### config.mk
export PLATFORM = sky130hd
export DESIGN_NAME = z80_bus_bridge
export DESIGN_NICKNAME = d
export VERILOG_FILES = /design/src/rtl/z80_bus_bridge.sv
export SDC_FILE = /design/constraint.sdc
export NUM_CORES = 1
export LEC_CHECK = 0
export ABC_CLOCK_PERIOD_IN_PS = 2300
export CAP_MARGIN = 20
export CORE_MARGIN = 3
export CORE_UTILIZATION = 40
export CTS_CLUSTER_SIZE = 14
export DETAILED_ROUTE_END_ITERATION = 10
export GPL_TIMING_DRIVEN = 0
export PLACE_DENSITY = 0.82
export SYNTH_ARGS = -nofsm -noshare
export SYNTH_HDL_FRONTEND = slang
export SYNTH_SLANG_ARGS = --single-unit
### constraint.sdc
create_clock -name wb_clk_i -period 2.3 [get_ports wb_clk_i]
set_input_delay 0.46 -clock wb_clk_i [delete_from_list [all_inputs] [get_ports wb_clk_i]]
set_output_delay 0.46 -clock wb_clk_i [all_outputs]
set_load 0.01 [all_outputs]
### src/rtl/z80_bus_bridge.sv
// Z80 bus-cycle to valid/ready bridge: one downstream request per Z80 memory/I/O cycle, WAIT stretching, read-data return.
// Optional forced completion of stalled cycles is enabled by defining Z80BR_TIMEOUT_EN.
module z80_bus_bridge #(
    parameter logic [7:0]  INT_VECTOR = 8'hFF,
    parameter int unsigned TIMEOUT    = 255
) (
    input  logic        wb_clk_i,
    input  logic        wb_rst_i,
    input  logic        m1_n,
    input  logic        mreq_n,
    input  logic        iorq_n,
    input  logic        rd_n,
    input  logic        wr_n,
    input  logic        rfsh_n,
    input  logic [15:0] addr,
    input  logic [7:0]  dout,
    output logic [7:0]  din,
    output logic        wait_n,
    output logic        req_valid,
    input  logic        req_ready,
    output logic        req_we,
    output logic        req_io,
    output logic [15:0] req_addr,
    output logic [7:0]  req_wdata,
    input  logic        rsp_valid,
    input  logic [7:0]  rsp_rdata,
    output logic        timeout_o
);
    typedef enum logic [1:0] {S_IDLE, S_REQ, S_RESP, S_DONE} state_t;

    localparam logic [8:0] TMO_LIM = 9'(TIMEOUT);

    state_t      state_q, state_d;
    logic        req_valid_q, req_valid_d;
    logic        req_we_q, req_we_d;
    logic        req_io_q, req_io_d;
    logic [15:0] req_addr_q, req_addr_d;
    logic [7:0]  req_wdata_q, req_wdata_d;
    logic [7:0]  din_q, din_d;
    logic        wait_n_q, wait_n_d;

    logic strobe, int_ack, bus_idle, tmo_fire;

    assign strobe   = rfsh_n & (~mreq_n | ~iorq_n) & (~rd_n | ~wr_n);
    assign int_ack  = ~m1_n & ~iorq_n;
    // The strobes span several clocks; DONE holds off until the Z80 ends the cycle.
    assign bus_idle = (mreq_n & iorq_n) | (rd_n & wr_n);

`ifdef Z80BR_TIMEOUT_EN
    logic [7:0] tmo_cnt_q, tmo_cnt_d;
    logic       timeout_q, timeout_d;
    logic       tmo_hit;

    assign tmo_hit  = ({1'b0, tmo_cnt_q} + 9'd1) == TMO_LIM;
    // A real response or handshake in the same cycle wins over the forced completion.
    assign tmo_fire = tmo_hit & (((state_q == S_REQ) & ~req_ready) |
                                 ((state_q == S_RESP) & ~rsp_valid));

    always_comb begin
        tmo_cnt_d = 8'd0;
        if (state_q == S_REQ || state_q == S_RESP)
            tmo_cnt_d = tmo_cnt_q + 8'd1;
        timeout_d = timeout_q | tmo_fire;
    end

    always_ff @(posedge wb_clk_i) begin
        if (wb_rst_i) begin
            tmo_cnt_q <= 8'd0;
            timeout_q <= 1'b0;
        end else begin
            tmo_cnt_q <= tmo_cnt_d;
            timeout_q <= timeout_d;
        end
    end

    assign timeout_o = timeout_q;
`else
    logic unused_tmo_lim;
    assign unused_tmo_lim = ^TMO_LIM;
    assign tmo_fire       = 1'b0;
    assign timeout_o      = 1'b0;
`endif

    always_ff @(posedge wb_clk_i) begin
        if (wb_rst_i) begin
            state_q     <= S_IDLE;
            req_valid_q <= 1'b0;
            req_we_q    <= 1'b0;
            req_io_q    <= 1'b0;
            req_addr_q  <= 16'h0000;
            req_wdata_q <= 8'h00;
            din_q       <= 8'h00;
            wait_n_q    <= 1'b1;
        end else begin
            state_q     <= state_d;
            req_valid_q <= req_valid_d;
            req_we_q    <= req_we_d;
            req_io_q    <= req_io_d;
            req_addr_q  <= req_addr_d;
            req_wdata_q <= req_wdata_d;
            din_q       <= din_d;
            wait_n_q    <= wait_n_d;
        end
    end

    always_comb begin
        state_d = state_q;
        case (state_q)
            S_IDLE: begin
                if (int_ack)
                    state_d = S_DONE;
                else if (strobe)
                    state_d = S_REQ;
            end
            S_REQ: begin
                if (req_ready)
                    state_d = (req_we_q || rsp_valid) ? S_DONE : S_RESP;
                else if (tmo_fire)
                    state_d = S_DONE;
            end
            S_RESP: begin
                if (rsp_valid || tmo_fire)
                    state_d = S_DONE;
            end
            S_DONE: begin
                if (bus_idle)
                    state_d = S_IDLE;
            end
            default: state_d = S_IDLE;
        endcase
    end

    always_comb begin
        req_valid_d = req_valid_q;
        req_we_d    = req_we_q;
        req_io_d    = req_io_q;
        req_addr_d  = req_addr_q;
        req_wdata_d = req_wdata_q;
        din_d       = din_q;
        wait_n_d    = wait_n_q;
        case (state_q)
            S_IDLE: begin
                if (int_ack) begin
                    din_d = INT_VECTOR;
                end else if (strobe) begin
                    req_addr_d  = addr;
                    req_we_d    = ~wr_n;
                    req_io_d    = ~iorq_n;
                    req_wdata_d = dout;
                    req_valid_d = 1'b1;
                    wait_n_d    = 1'b0;
                end
            end
            S_REQ: begin
                if (req_ready) begin
                    req_valid_d = 1'b0;
                    if (req_we_q) begin
                        wait_n_d = 1'b1;
                    end else if (rsp_valid) begin
                        din_d    = rsp_rdata;
                        wait_n_d = 1'b1;
                    end
                end else if (tmo_fire) begin
                    req_valid_d = 1'b0;
                    wait_n_d    = 1'b1;
                    if (!req_we_q)
                        din_d = 8'hFF;
                end
            end
            S_RESP: begin
                if (rsp_valid) begin
                    din_d    = rsp_rdata;
                    wait_n_d = 1'b1;
                end else if (tmo_fire) begin
                    wait_n_d = 1'b1;
                    if (!req_we_q)
                        din_d = 8'hFF;
                end
            end
            default: ;
        endcase
    end

    assign req_valid = req_valid_q;
    assign req_we    = req_we_q;
    assign req_io    = req_io_q;
    assign req_addr  = req_addr_q;
    assign req_wdata = req_wdata_q;
    assign din       = din_q;
    assign wait_n    = wait_n_q;
endmodule

* After elaboration in Yosys (flattened, before gate mapping)
Cells that the tools add are included.
** Storage, ports and cells
- Register bits after elaboration :: 38
- Bits of input ports :: 42
- Output and inout bits :: 37
- Logic and storage cells :: 64
** Operators by class
- Equality and inequality tests :: 11
- Multiplexer cells :: 22
- Bitwise operators :: 14
- Reductions and logical operators :: 9
** Operators by type and width (count)
- 8-bit two-way mux :: 4
- 8-bit one-hot mux with 3 select lines :: 1
- 4-bit AND reduction :: 4
- 2-bit != test (second input constant) :: 7
- 2-bit two-way mux :: 5
- 1-bit two-way mux :: 9
- 2-bit one-hot mux with 4 select lines :: 1
- 1-bit NOT :: 6
- 1-bit AND :: 5
- 2-bit equality test (second input constant) :: 2
- 3-bit != test (second input constant) :: 1
- 1-bit bitwise OR :: 3
- 1-bit one-hot mux with 3 select lines :: 1
- 3-bit AND reduction :: 1
- 3-bit nonzero test :: 1
- 2-bit by 1-bit equality test with 1-bit output (second input constant) :: 1
- 2-bit zero test :: 1
- 1-bit one-hot mux with 2 select lines :: 1
- 2-bit nonzero test :: 1
- 1-bit logical OR :: 1

* Logic depth before layout (Yosys ltp)
Gate-level depths: netlist (run 1).
- Depth in word-level cells :: 7
- Depth in mapped cells :: 8
- Mapped depth without buffers :: 6

* Least setup slack after synthesis (run 1)
OpenSTA, ideal clock, no wires.
- Path type :: register to register
- Start :: register state_q[0]
- End :: register din_q[5], in the netlist din[5]
- Arrival time :: 1807 ps
- Path slack :: 404 ps
- Cell stages (with the launch flop) :: 8
- Buffers on the path :: 1
- Clock period less this slack :: 1896 ps
- Cell sequence :: dfxtp_1 inv_1 ha_1 nor2b_1 a2111oi_4 buf_6 nor2_1 a311oi_2
** Between the ends
- Word-level cells in the longest chain between the ends :: 3
- Elaborated cells between the ends (all ways) :: 9
- Classes of those cells :: eq/ne (5); mux (1); reduce/logical (3)
** RTL lines
- start, declared :: line 33 : state_t state_q, state_d;
- start signal, assigned :: line 95 : state_q <= state_d;
- 2-bit by 1-bit equality test with 1-bit output (tied with other cells) :: line 141 : case (state_q)
- 2-bit != test (no line) / 3-bit nonzero test (equally long branches)
- 4-bit AND reduction (no line)
- end signal, assigned :: line 101 : din_q <= din_d;
- end, declared :: line 39 : logic [7:0] din_q, din_d;
Parallel ways exist; a longest one is shown, timed or not.
A chain may end at the register's enable or synchronous reset.

* Worst setup path after layout (run 1)
- Start :: register state_q[1]
- End :: register din_q[6], in the netlist din[6]
Same word-level chain as after synthesis.

==> reports/qor.log, run 1 <==
qor: timing.drv_slew 0
qor: yosys.syn-instance-count 192
qor: status.run_status finished clean
qor: placement.post_detailed_placement_cell_area 0.00243 sq mm
qor: cells_and_area.syn_to_final_growth 56.9%
qor: yosys.yosys_warn_count 0
qor: global_route.grt_antenna_before_repair 0
qor: power.ir_drop 0.000926 V
qor: global_route.first_pass_grt_wire_length 6640 um
qor: cts.post-cts-setup-buffer-count 0
qor: timing.worst_pin_slew 0.575 ns
qor: routing.routed_wl 4090 um
qor: yosys.synth-main-ff-cell dfxtp_1
qor: yosys.synth.avg_cell_area 8.39 sq um
qor: global_route.grt_pass1_vias 1423
qor: floorplan.starting_density_of_the_core 42.7%
qor: power.total_switching_power 0.895 mW
qor: yosys.ys_ff_latch 38
qor: floorplan.top_level_ports 79
qor: routing.avgRoutedWirePerCell 12.6 um
qor: timing.post-route-period-util 92.1%
qor: cells_and_area.post_route_core_utilization 67.0%
qor: global_route.maximum_number_of_pins_on_one_net_before_global_route_repair 13
qor: timing.setup_violations 0
qor: worst_hold_path.worstHoldStart req_addr[4]
qor: worst_hold_path.timing.hold.worst.class flip-flop to flip-flop
qor: placement.gp_congestion 0.869
qor: worst_setup_path.timing.reg2reg.setup_slack 0.18 ns
qor: routing.vias 1546
qor: worst_setup_path.critical_path.top_delay_family compound AO/OA/AOI/OAI gates
qor: power.internal_power 1.63 mW
qor: run.timing.max_cap.violations 0
qor: yosys.mappedNetlistNets 240
qor: cts.clock_latency 0.28 ns
qor: routing.postRouteAntennaNets 0
qor: routing.detailedRoute.firstIterationViolations 68
qor: yosys.yosys.area.top_type_share 47.2%
qor: worst_hold_path.min_delay_path_depth 2
qor: yosys.synth.top_cells.by_area dfxtp_1 (47%), nand2_1 (12%), a21oi_1 (8.1%)
qor: timing.setup_repair_after_global_routing_missed_its_margin false
qor: worst_setup_path.worst_setup_path_end_kind flip-flop
qor: cts.post_cts_resized 0
qor: worst_setup_path.worst-endpoint-required 2.49 ns
qor: power.p_seq_share 35.9%
qor: timing.final.min_clock_period 2.12 ns
qor: worst_setup_path.worst-path-max-fanout 10
qor: cts.ctsHtreeMaxLevel 2
qor: cts.clock_tree_from_tritoncts built
qor: yosys.synth_top_area_cell dfxtp_1
qor: worst_hold_path.hold_path_end req_addr[4]
qor: cells_and_area.final.fill_count 347
qor: cells_and_area.n_antenna_cell 0
qor: floorplan.dieArea 0.00482 sq mm
qor: worst_setup_path.timing.reg2reg.worst_path_depth 7
qor: cts.cts.clk_slew.worst_paths 0.07 ns
qor: power.clock_power_share 18.7%
qor: worst_setup_path.critPathBufInv 2
qor: worst_setup_path.cp_num_cells 7
qor: power.pwr-share-comb 45.4%
qor: worst_setup_path.origin_of_the_critical_flop_to_flop_path state_q[1]
qor: yosys.asyncSetResetFlopFracSynth 0%
qor: cts.clock_sinks 38
qor: floorplan.standard_cell_row_count 22
qor: floorplan.floorplan.die.height 69.5 um
qor: cells_and_area.finish.net_count 323
qor: yosys.netlist_area 0.00161 sq mm
qor: yosys.netlist-cell-type-count 34
qor: cts.ctsLongestPathBuffers 2
qor: floorplan.die_w 69.5 um
qor: cells_and_area.final_design_area_no_fill 0.00253 sq mm
qor: worst_setup_path.slowest_cell_delay_on_critical_path 0.51 ns
qor: routing.remaining_drc_errors 0
qor: worst_setup_path.cp.arrival 2.31 ns
qor: timing.achievable-frequency 472 MHz
qor: global_route.grt_overflow_total 0
qor: cts.clock_tree.root_cell clkbuf_8
qor: power.power-per-cell-area 999 mW/mm^2
qor: worst_setup_path.critical_path.reg2reg.endpoint din[6]
qor: timing.setup_skew 0.00492 ns
qor: worst_setup_path.critical_path.cell_chain inv_1 -> ha_1 -> nor2b_1 -> a2111oi_4 -> buf_6 -> nor2_1 -> a311oi_2
qor: cts.post_cts_hold_buffer_count 0
qor: global_route.grt_use_total 17.1%
qor: routing.drt_pass1_iterations 4
qor: placement.place.detailed.hpwl 3030 um
qor: placement.port_buffers 76
qor: yosys.synth_enable_flop_cells 0
qor: worst_setup_path.worst_path_max_delay_cell a2111oi_4
qor: routing.vias_per_cell 4.77
qor: timing.report.final.hold_viol_count 0
qor: power.p_sw_share 35.4%
qor: yosys.seq_area_frac_synth 47.2%
qor: worst_setup_path.worstSetupPathType flip-flop to flip-flop
qor: floorplan.floorplan.core_area 0.00377 sq mm
qor: cts.cts_made_buffers 5
qor: timing.worst_slew_margin_rel 61.7%
qor: power.cellLeakagePower 0.961 nW
qor: cells_and_area.layout-drive-gt1-share 7.25%
qor: worst_setup_path.startpoint_class_of_the_critical_path flip-flop
Yosys cell counts (all sizes together), types with 2 or more instances:
cell	n
buf	5
inv	12
a311oi	9
a21oi	26
clkbuf	7
nor2	13
dfxtp	38
nor2b	2
o21a	3
ha	6
a211oi	2
nand2	51
power groups by stage:
| stage | logic [mW] | clock network, mW | registers [mW] |
|---|---|---|---|
| 6_report | 1.15 | 0.472 | 0.905 |
| 4_1_cts | 1.16 | 0.485 | 0.907 |
| 5_1_grt | 1.26 | 0.514 | 0.926 |
| 3_5_place_dp | 1.15 | 0 | 0.918 |
| 3_3_place_gp | 1.13 | 0 | 0.914 |
| 2_1_floorplan | 0.619 | 0 | 0.971 |
layer usage:
layer,up-vias,track usage (%),share of wire [%],wire length [um]
li1,806,-,-,-
met1,667,22.5,47,1930
met2,65,24.2,41,1690
met3,8,6.96,8.8,362
met4,0,8.24,2.6,108
met5,-,0,0,0
worst reg2reg max path, cell delays in order (launching register included):
cell and delay, ns:
dfxtp_1 0.42, inv_1 0.12, ha_1 0.31, nor2b_1 0.16, a2111oi_4 0.51, buf_6 0.22, nor2_1 0.05, a311oi_2 0.24
cells by family (layout without fill, tap and decap cells):
group	count (synthesis)	in the layout	share of synthesized area (%)
adder cells (fa/ha/maj)	6	6	4.66
AND/OR/NAND/NOR	71	71	17.7
other	1	1	0.233
flip-flops	38	38	47.2
buffers and inverters	24	108	6.53
multiplexers	1	1	0.622
AO/OA/AOI/OAI	51	51	23.0
worst max path at each step:
stage,start,to
global route,state_q[1],din[6]
floorplan,state_q[0],din[5]
finish,state_q[1],din[6]
CTS,state_q[0],din[6]
detailed placement,iorq_n,din[6]
global placement,iorq_n,din[5]
per-stage QoR:
step / std cells / power, mW / hold WS (ns) / setup WS, ns / setup TNS [ns]
2_1_floorplan: 192 / 1.59 / 0.481 / 0.404 / 0
3_3_place_gp: 316 / 2.05 / 0.441 / -0.0386 / -0.0761
3_5_place_dp: 316 / 2.07 / 0.446 / -0.0614 / -0.0937
4_1_cts: 324 / 2.55 / 0.456 / 0.151 / 0
5_1_grt: 324 / 2.70 / 0.469 / 0.0137 / 0
6_report: 324 / 2.52 / 0.454 / 0.183 / 0
layout by cell type (no fill, tap or decap), types with 2 or more instances in the layout:
cell type	instances
inv_1	12
a311oi_1	7
clkbuf_1	7
ha_1	6
o21a_1	2
a21oi_1	26
buf_2	3
nand2_1	51
nor2b_1	2
dfxtp_1	38
a211oi_1	2
clkbuf_8	6
a311oi_2	2
nor2_1	13
clkdlybuf4s50_1	76
area by class of cell:
cell class / instances / area (sq um) / area share, %
flip-flops and latches: 38 / 761 / 30.1
repair buffers: 76 / 761 / 30.1
multi-input cells: 130 / 744 / 29.5
clock buffers: 6 / 82.6 / 3.27
plain buffers: 12 / 60.1 / 2.38
well taps: 48 / 60.1 / 2.38
inverters: 12 / 45.0 / 1.78
clock inverters: 2 / 12.5 / 0.495
state kept, by name, summed over array words and instances (netlist names):
register,flops
req_addr,16
din,8
req_wdata,8
state_q,2
req_io,1
req_valid,1
req_we,1
wait_n,1
No activity file was read; power rests on OpenSTA's default activity.
==> inputs of run 2 (changes only) <==
--- a/config.mk
+++ b/config.mk
@@ -9,6 +9,7 @@
 export CAP_MARGIN = 20
 export CORE_MARGIN = 3
 export CORE_UTILIZATION = 40
+export CTS_CLUSTER_DIAMETER = 40
 export CTS_CLUSTER_SIZE = 14
 export DETAILED_ROUTE_END_ITERATION = 10
 export GPL_TIMING_DRIVEN = 0
==> results of run 2 <==
The final DEF is identical to that of run 1; final timing and power are the same.
==> inputs of run 3 (changes only) <==
--- a/config.mk
+++ b/config.mk
@@ -5,9 +5,8 @@
 export SDC_FILE = /design/constraint.sdc
 export NUM_CORES = 1
 export LEC_CHECK = 0
-export ABC_CLOCK_PERIOD_IN_PS = 2300
+export ABC_CLOCK_PERIOD_IN_PS = 2700
 export CAP_MARGIN = 20
-export CORE_MARGIN = 3
 export CORE_UTILIZATION = 40
 export CTS_CLUSTER_DIAMETER = 40
 export CTS_CLUSTER_SIZE = 14
==> constraint.sdc (replaced) <==
create_clock -name wb_clk_i -period 2.7 [get_ports wb_clk_i]
set_input_delay 0.54 -clock wb_clk_i [delete_from_list [all_inputs] [get_ports wb_clk_i]]
set_output_delay 0.54 -clock wb_clk_i [all_outputs]
set_load 0.01 [all_outputs]
==> run 3 against run 2 <==
  * Global-route usage is 2.5 points higher
  * Via count is 0.78% higher
  * Register-to-register slack better by 0.41 ns
  * Critical endpoint is now din[5]
  * Largest cell class unchanged
==> reports/qor.log, run 3 (same netlist as run 1, synthesis figures left out) <==
qor: status.run_status finished clean
qor: routing.m1WireLength 1730 um
qor: worst_hold_path.worstHoldStart req_addr[11]
qor: worst_setup_path.critical_path.cell_chain inv_1 -> ha_1 -> nor2b_1 -> a2111oi_4 -> buf_6 -> nor2_1 -> a311oi_2
qor: worst_setup_path.timing.reg2reg.setup_slack 0.59 ns
qor: worst_setup_path.worst_path_max_delay_cell a2111oi_4
qor: floorplan.die_w 65.5 um
qor: worst_setup_path.origin_of_the_critical_flop_to_flop_path state_q[1]
qor: placement.place.detailed.hpwl 2960 um
qor: power.clock_power_share 18.6%
qor: routing.route.met3.wl 288 um
qor: global_route.first_pass_grt_wire_length 6410 um
qor: power.p_sw_share 35.2%
qor: cts.ctsHtreeMaxLevel 2
qor: cts.post_cts_resized 0
qor: power.power.total 2.14 mW
qor: power.p_seq_share 36.0%
qor: cts.cts_made_buffers 5
qor: timing.setup_repair_after_global_routing_missed_its_margin false
qor: cells_and_area.post_route_core_utilization 67.0%
qor: cells_and_area.regArea 761 sq um
qor: power.ir_drop 0.000768 V
qor: cts.clock_tree.root_cell clkbuf_8
qor: timing.setup_violations 0
qor: worst_setup_path.timing.reg2reg.worst_path_depth 7
qor: routing.remaining_drc_errors 0
qor: floorplan.dieArea 0.00428 sq mm
qor: worst_hold_path.hold_path_end req_addr[11]
qor: cts.cts.clk_slew.worst_paths 0.07 ns
qor: placement.gp_congestion 0.876
qor: cells_and_area.largest_register_ff_count 16
qor: run.timing.max_cap.violations 0
qor: routing.vias 1558
qor: power.cellLeakagePower 0.961 nW
qor: cells_and_area.syn_to_final_growth 56.9%
qor: routing.highest-signal-layer met4
qor: worst_setup_path.worst-path-max-fanout 10
qor: timing.achievable-frequency 474 MHz
qor: power.pwr-share-comb 45.3%
qor: timing.setup_skew 0.00238 ns
qor: cts.post_cts_hold_buffer_count 0
qor: routing.routed_wl 3980 um
qor: cells_and_area.finish.net_count 323
qor: timing.setup_tns 0 ns
qor: floorplan.top_level_ports 79
qor: worst_setup_path.startpoint_class_of_the_critical_path flip-flop
qor: timing.post-route-period-util 78.1%
qor: routing.avgRoutedWirePerCell 12.3 um
qor: routing.vias_per_cell 4.81
qor: worst_hold_path.timing.hold.worst.class flip-flop to flip-flop
qor: floorplan.floorplan.core_area 0.00377 sq mm
qor: cells_and_area.most-common-layout-cells clkdlybuf4s50_1 (76), nand2_1 (51), dfxtp_1 (38)
qor: timing.worst_slew_margin_rel 63.8%
qor: routing.postRouteAntennaNets 0
qor: worst_setup_path.critical_path.reg2reg.endpoint din[5]
qor: floorplan.standard_cell_row_count 22
qor: cells_and_area.layout-drive-gt1-share 7.25%
qor: cts.clock_sinks 38
qor: worst_setup_path.worst-endpoint-required 2.90 ns
qor: timing.drv_slew 0
qor: cells_and_area.mostFrequentLayoutCell clkdlybuf4s50_1
qor: worst_hold_path.min_delay_path_depth 2
qor: global_route.grt_overflow_total 0
qor: timing.report.final.hold_viol_count 0
qor: cts.clock_latency 0.29 ns
qor: cells_and_area.multi_input_area 744 sq um
qor: routing.detailedRoute.firstIterationViolations 100
qor: timing.final.min_clock_period 2.11 ns
qor: routing.wl_met2 1860 um
qor: power.total_switching_power 0.754 mW
qor: worst_setup_path.slowest_cell_delay_on_critical_path 0.53 ns
qor: cells_and_area.final.fill_count 361
qor: cts.clock_tree_from_tritoncts built
qor: global_route.grt_antenna_before_repair 0
qor: routing.drt_pass1_iterations 4
qor: power.power-per-cell-area 847 mW/mm^2
qor: timing.worst_pin_slew 0.543 ns
qor: cts.ctsLongestPathBuffers 2
qor: floorplan.starting_density_of_the_core 42.7%
qor: cells_and_area.n_antenna_cell 0
qor: power.internal_power 1.39 mW
qor: global_route.grt_pass1_vias 1456
qor: global_route.grt_use_total 19.6%
qor: worst_setup_path.worstSetupPathType flip-flop to flip-flop
qor: floorplan.floorplan.die.height 65.5 um
qor: global_route.maximum_number_of_pins_on_one_net_before_global_route_repair 13
qor: worst_setup_path.worst_setup_path_end_kind flip-flop
qor: placement.port_buffers 76
qor: worst_setup_path.cp.arrival 2.31 ns
qor: cts.post-cts-setup-buffer-count 0
run 3: cell counts in the layout (fill, tap and decap cells not counted):
Identical to the previous run, type by type.
run 3: worst max-delay path: cells and delay by family, from the launching register on:
family / cells / cell delay [ns]
compound gates: 2 / 0.75
buf+inv: 2 / 0.34
flops: 1 / 0.43
simple gates: 2 / 0.21
fa+ha+maj: 1 / 0.29
run 3: power groups by stage:
stage	Sequential (mW)	Combinational (mW)	Clock, mW
2_1_floorplan	0.827	0.527	0
3_3_place_gp	0.780	0.954	0
3_5_place_dp	0.783	0.976	0
4_1_cts	0.772	0.979	0.407
5_1_grt	0.790	1.06	0.435
6_report	0.772	0.970	0.399
run 3: layout make-up:
class                   count  share of cell area, %
inverters                  12                   1.78
plain buffers              12                   2.38
flip-flops and latches     38                   30.1
clock buffers               6                   3.27
multi-input cells         130                   29.5
well taps                  48                   2.38
repair buffers             76                   30.1
clock inverters             2                  0.495
run 3: worst max path at each step:
stage	startpoint	to	slack, ns	cells after the start
finish	state_q[1]	din[5]	0.59	7
detailed placement	iorq_n	din[5]	0.27	6
floorplan	state_q[0]	din[5]	0.80	7
CTS	state_q[1]	din[5]	0.55	7
global route	state_q[1]	din[6]	0.43	7
global placement	iorq_n	din[6]	0.32	6
run 3: routing by layer:
metal / global-route usage (%) / up-vias
met1: 23.2 / 682
li1: - / 812
met3: 5.21 / 8
met5: 0 / -
met4: 11.1 / 0
met2: 31.8 / 56
run 3: per-stage QoR:
stage / area, sq um / worst slack [ns] / cells / hold slack [ns]
2_1_floorplan: 1610 / 0.804 / 192 / 0.481
6_report: 2530 / 0.592 / 324 / 0.455
3_3_place_gp: 2430 / 0.315 / 316 / 0.441
3_5_place_dp: 2430 / 0.267 / 316 / 0.446
5_1_grt: 2530 / 0.426 / 324 / 0.479
4_1_cts: 2530 / 0.555 / 324 / 0.457
